`src/rtl/bp_gshare_predictor_if.sv`:
```
// Fetch-side bundle for the gshare predictor: the current fetch address,
// the training return path from branch resolution, and the prediction results.
`timescale 1ns/1ps
interface bp_gshare_predictor_if #(
    parameter int IDX_W = 6
);
    logic [31:0]      eip;
    logic             prev_BR_result;
    logic [IDX_W-1:0] prev_BR_alias;
    logic             prev_is_BR;
    logic             LD;
    logic             prediction;
    logic [IDX_W-1:0] BP_alias;
    logic [IDX_W-1:0] GBHR;

    // There is no handshake. Inputs are sampled on every rising clock edge.
    // Outputs are valid combinationally in every cycle.
    modport master (
        output eip, prev_BR_result, prev_BR_alias, prev_is_BR, LD,
        input  prediction, BP_alias, GBHR
    );

    modport slave (
        input  eip, prev_BR_result, prev_BR_alias, prev_is_BR, LD,
        output prediction, BP_alias, GBHR
    );
endinterface

```
`src/rtl/bp_gshare_predictor.sv`:
```
// Gshare branch predictor: the fetch EIP is XORed with the global history to index
// 2-bit saturating counters; resolved branches train the counter and shift the history.
`timescale 1ns/1ps
module bp_gshare_predictor #(
    parameter int         IDX_W    = 6,
    parameter logic [1:0] CTR_INIT = 2'b01
) (
    input  logic                    clk,
    input  logic                    reset,
    bp_gshare_predictor_if.slave    bp
);
    localparam int N_ENT = 1 << IDX_W;

    logic [1:0]       pht_q [N_ENT];
    logic [1:0]       pht_d [N_ENT];
    logic [IDX_W-1:0] gbhr_q;
    logic [IDX_W-1:0] gbhr_d;
    logic [IDX_W-1:0] alias_idx;
    logic [1:0]       ctr_cur;
    logic [1:0]       ctr_nxt;
    logic             upd_en;
    logic             unused_eip_hi;

    assign unused_eip_hi = ^bp.eip[31:IDX_W];

    assign alias_idx     = bp.eip[IDX_W-1:0] ^ gbhr_q;
    assign bp.BP_alias   = alias_idx;
    assign bp.GBHR       = gbhr_q;
    // Gated by reset so the output is 0 during reset for any CTR_INIT value.
    assign bp.prediction = reset & pht_q[alias_idx][1];

    assign upd_en = bp.LD & bp.prev_is_BR;

    always_comb begin
        pht_d   = pht_q;
        gbhr_d  = gbhr_q;
        ctr_cur = pht_q[bp.prev_BR_alias];
        ctr_nxt = ctr_cur;
        if (upd_en) begin
            if (bp.prev_BR_result) begin
                ctr_nxt = (ctr_cur == 2'b11) ? ctr_cur : ctr_cur + 2'd1;
            end else begin
                ctr_nxt = (ctr_cur == 2'b00) ? ctr_cur : ctr_cur - 2'd1;
            end
            pht_d[bp.prev_BR_alias] = ctr_nxt;
            gbhr_d = {gbhr_q[IDX_W-2:0], bp.prev_BR_result};
        end
    end

    always_ff @(posedge clk or negedge reset) begin
        if (!reset) begin
            for (int i = 0; i < N_ENT; i++) begin
                pht_q[i] <= CTR_INIT;
            end
            gbhr_q <= '0;
        end else begin
            pht_q  <= pht_d;
            gbhr_q <= gbhr_d;
        end
    end
endmodule

```
`src/flat_wrapper.sv`:
```
// flat-port wrapper written by rule: the top's interface ports become plain ports
module bp_gshare_predictor_flat 
#(
    parameter int         IDX_W    = 6,
    parameter logic [1:0] CTR_INIT = 2'b01
)
  (clk, reset, bp_eip, bp_prev_BR_result, bp_prev_BR_alias, bp_prev_is_BR, bp_LD, bp_prediction, bp_BP_alias, bp_GBHR);
  bp_gshare_predictor_if #(.IDX_W(IDX_W)) bp_i ();
  input  logic clk;
  input  logic reset;
  input wire logic [$bits(bp_i.eip)-1:0] bp_eip;
  input wire logic [$bits(bp_i.prev_BR_result)-1:0] bp_prev_BR_result;
  input wire logic [$bits(bp_i.prev_BR_alias)-1:0] bp_prev_BR_alias;
  input wire logic [$bits(bp_i.prev_is_BR)-1:0] bp_prev_is_BR;
  input wire logic [$bits(bp_i.LD)-1:0] bp_LD;
  output wire logic [$bits(bp_i.prediction)-1:0] bp_prediction;
  output wire logic [$bits(bp_i.BP_alias)-1:0] bp_BP_alias;
  output wire logic [$bits(bp_i.GBHR)-1:0] bp_GBHR;
  assign bp_i.eip = bp_eip;
  assign bp_i.prev_BR_result = bp_prev_BR_result;
  assign bp_i.prev_BR_alias = bp_prev_BR_alias;
  assign bp_i.prev_is_BR = bp_prev_is_BR;
  assign bp_i.LD = bp_LD;
  assign bp_prediction = bp_i.prediction;
  assign bp_BP_alias = bp_i.BP_alias;
  assign bp_GBHR = bp_i.GBHR;
  bp_gshare_predictor #(.IDX_W(IDX_W), .CTR_INIT(CTR_INIT)) u_core (.clk(clk), .reset(reset), .bp(bp_i));
endmodule
```
`config.mk`:
```
export PLATFORM = sky130hd
export DESIGN_NAME = bp_gshare_predictor_flat
export DESIGN_NICKNAME = d
export VERILOG_FILES = /design/src/rtl/bp_gshare_predictor_if.sv /design/src/rtl/bp_gshare_predictor.sv /design/src/flat_wrapper.sv
export SDC_FILE = /design/constraint.sdc
export NUM_CORES = 1
export LEC_CHECK = 0
export CAP_MARGIN = 20
export CORE_AREA = 10 10 117 172
export CTS_BUF_LIST = sky130_fd_sc_hd__clkbuf_16
export DETAILED_ROUTE_END_ITERATION = 8
export DIE_AREA = 0 0 127 182
export GPL_TIMING_DRIVEN = 0
export PLACE_DENSITY = 0.75
export SYNTH_ARGS = -nofsm -noshare
export SYNTH_HDL_FRONTEND = slang
export SYNTH_SLANG_ARGS = --single-unit
```
`constraint.sdc`:
```
create_clock -name clk -period 4.1 [get_ports clk]
set_input_delay 0.82 -clock clk [delete_from_list [all_inputs] [get_ports clk]]
set_output_delay 0.82 -clock clk [all_outputs]
set_load 0.05 [all_outputs]
```
==> results.tsv <==
metric	value	unit
count of max-cap constraint violations	0	
via/cell ratio	6.18	
power density over the cells	476	nW/µm²
final setup violating endpoints	0	
final cell count without fillers	1024	
IO Pins	56	
count of clock tree sinks	134	
Final WS setup	67.2	ps
Final TNS setup	0	ps
leakage power	3.34	nW
die height	182	µm
DP HPWL	16700	µm
total CTS buffers	17	
Layout Nets	841	
area growth from synthesis to layout	16.7	%
overflow left after global routing	0	
core area	17100	µm²
total number of vias	6331	
Crit Path Class	primary input to flip-flop	
Final period util	0.984	
gpl congestion	0.973	
largest net degree at the start of global routing	98	
antenna-violating nets left	0	
Synth Net Count	787	
Clk Tree Root Cell	sky130_fd_sc_hd__clkbuf_16	
Worst slew margin	0.214	
Post-Route Skew	10.2	ps
buffer depth of the longest clock path	2	
data arrival at the endpoint of the critical path	4280	ps
max-slew violation total from the final report	0	
residual DRC count	0	
number of failing hold endpoints at the final stage	0	
main area contributors after synthesis	sky130_fd_sc_hd__dfrtp_1, sky130_fd_sc_hd__dfstp_2, sky130_fd_sc_hd__mux4_2	
GRT Resource Usage Total	0.202	
starting density of the core	0.438	
routed length per placed instance	22.9	µm
worst slack, placed	-1260	ps
cell type with the highest aggregate area in the netlist	sky130_fd_sc_hd__dfrtp_1	
initial antenna violation count	0	
area of the die	23100	µm²
critical path data required time	4350	ps
number of DRC violations after detailed-routing iteration 0	662	
number of buffers inserted for hold repair after clock tree synthesis	0	
fraction of post-synthesis cell area in the top cell type by area	0.233	
CP Max Fanout	10	
maximum achievable frequency	0.248	GHz
Synth warnings	0	
CTS tree	yes	
share of cells above drive strength 1	0.280	
setup repair after global routing missed its margin	no	
vias in the first global route	6381	
clock insertion delay at the later pin of the skew report	420	ps
cell count after synthesis	744	
Synth top cells by count	sky130_fd_sc_hd__nand2_1, sky130_fd_sc_hd__nor2_1, sky130_fd_sc_hd__dfrtp_1	
status	complete, no violations	
Synth async-reset ratio	1.00	
number of fill cells	1526	
mean post-synth cell area	10.1	µm²
Placed Instances	987	
number of H-tree levels	4	
flip-flop and latch count after synthesis	134	
sequential cell area fraction in the yosys report	0.457	
count of buffers from port buffering	28	
number of antenna repair diodes	0	
type of origin of the critical path	primary input	
global-route wire length before repair	36500	µm
clk slew on worst S/H paths	60	ps
count of TritonRoute iterations in the first routing pass	6	
most used flip-flop cell after synthesis	sky130_fd_sc_hd__dfrtp_1	
logic depth of the worst register-to-register path	8	
PnR Total Power	0.00417	W
Worst Hold Margin	298	ps
most used standard cell by instance count after synthesis	sky130_fd_sc_hd__nand2_1	
clock period minus worst slack	4030	ps
post-synthesis cell area	7510	µm²
final routed wirelength across all metal layers	23400	µm
number of enable-type register cells in the synthesized netlist	0	
horizontal die dimension	127	µm
Hold Path Class	primary input to asynchronous set/reset pin	
Setup crit end kind	flip-flop	
Max IR drop VDD	344	µV
transition at the pin with the smallest max-transition slack	1170	ps
row count	59	
number of distinct library cell variants in the gate-level netlist after synthesis	59	
[through the flow]
step,area (µm²),utilization
floorplan,7530,-
global placement,8080,0.472
detailed placement,8110,0.474
CTS,8750,0.511
global route,8760,0.511
finish,8760,0.511
[placed cells by master, fill, tap and decap left out, drive strengths merged, types with 3 or more instances in the layout]
cell           count
nor2b              6
clkdlybuf4s50     24
a221oi            11
o211ai             3
and3b              3
nand3              3
mux2              22
nand3b             3
and2               3
xor2               4
mux2i             15
dfrtp             70
o21ai             67
nand2            104
mux4              28
a31oi             24
nor2              95
o22ai              6
a211oi             5
clkbuf            45
buf               42
clkinv             6
dfstp             64
a21oi             73
o31ai             22
inv               12
a22oi              4
nand2b             3
nor3               5
or2                3
and3               3
clkinvlp           3
[path summary, 6_finish.rpt]
check | from | end | slack, ps
min in group clk | u_core.pht_q[76] | u_core.pht_q[76] | 460
setup / recovery | bp_prev_BR_alias[2] | u_core.pht_q[75] | 70
max in group asynchronous | reset | u_core.pht_q[20] | 2970
setup reg to reg | u_core.pht_q[111] | u_core.pht_q[75] | 1070
hold / removal | reset | u_core.pht_q[89] | 300
hold reg to reg | u_core.pht_q[76] | u_core.pht_q[76] | 460
[layout make-up]
type                    instances  area, µm²  share of cell area
multi-input cells             543       3720               0.424
clock buffers                  18        450              0.0514
well taps                     213        267              0.0304
flip-flops and latches        134       3430               0.392
plain buffers                  60        389              0.0444
repair buffers                 35        377              0.0430
inverters                       7       26.3             0.00300
clock inverters                14        100              0.0114
[worst max-delay path, cell delays in order]
cell	delay [ps]
sky130_fd_sc_hd__clkdlybuf4s50_1	480
sky130_fd_sc_hd__buf_2	270
sky130_fd_sc_hd__buf_2	370
sky130_fd_sc_hd__mux4_2	350
sky130_fd_sc_hd__o21ai_0	520
sky130_fd_sc_hd__o2111ai_1	320
sky130_fd_sc_hd__a2111oi_4	480
sky130_fd_sc_hd__maj3_2	290
sky130_fd_sc_hd__buf_12	150
sky130_fd_sc_hd__buf_8	140
sky130_fd_sc_hd__a31oi_1	90
[flip-flops by register name, indices dropped and copies added (netlist names)]
register,flops
u_core.bp.GBHR,6
u_core.pht_q,128
[layer usage]
layer / wire, µm / share of wire / track usage
met2: 11600 / 0.50 / 0.337
met5: 0 / 0 / 0
met3: 1780 / 0.076 / 0.0443
met1: 8400 / 0.36 / 0.225
met4: 1640 / 0.070 / 0.136
[what timing repair did]
| action | CTS | global route |
|---|---|---|
| gates resized for setup | 12 | 2 |
| endpoints found under the hold margin | 0 | 0 |
| setup endpoints to repair | 2 | 1 |
| pin swaps | 0 | 0 |
| buffers inserted | 4 | 0 |
[report_power, final]
group	switching [W]	leakage (nW)	internal (W)
registers	0.000130	1.59	0.00152
logic	0.000640	1.49	0.000456
clock network	0.000616	0.270	0.000811
[kinds of logic (layout without fill, tap and decap cells)]
logic type / Yosys count / count (layout) / share of synthesized area
AO/OA/AOI/OAI: 232 / 232 / 0.207
XOR/XNOR: 6 / 6 / 0.00700
multiplexers: 65 / 65 / 0.137
buffers and inverters: 67 / 134 / 0.0548
adder cells (fa/ha/maj): 2 / 2 / 0.00333
AND/OR/NAND/NOR: 238 / 238 / 0.134
flip-flops: 134 / 134 / 0.457
Power figures use the tool's default switching activity.
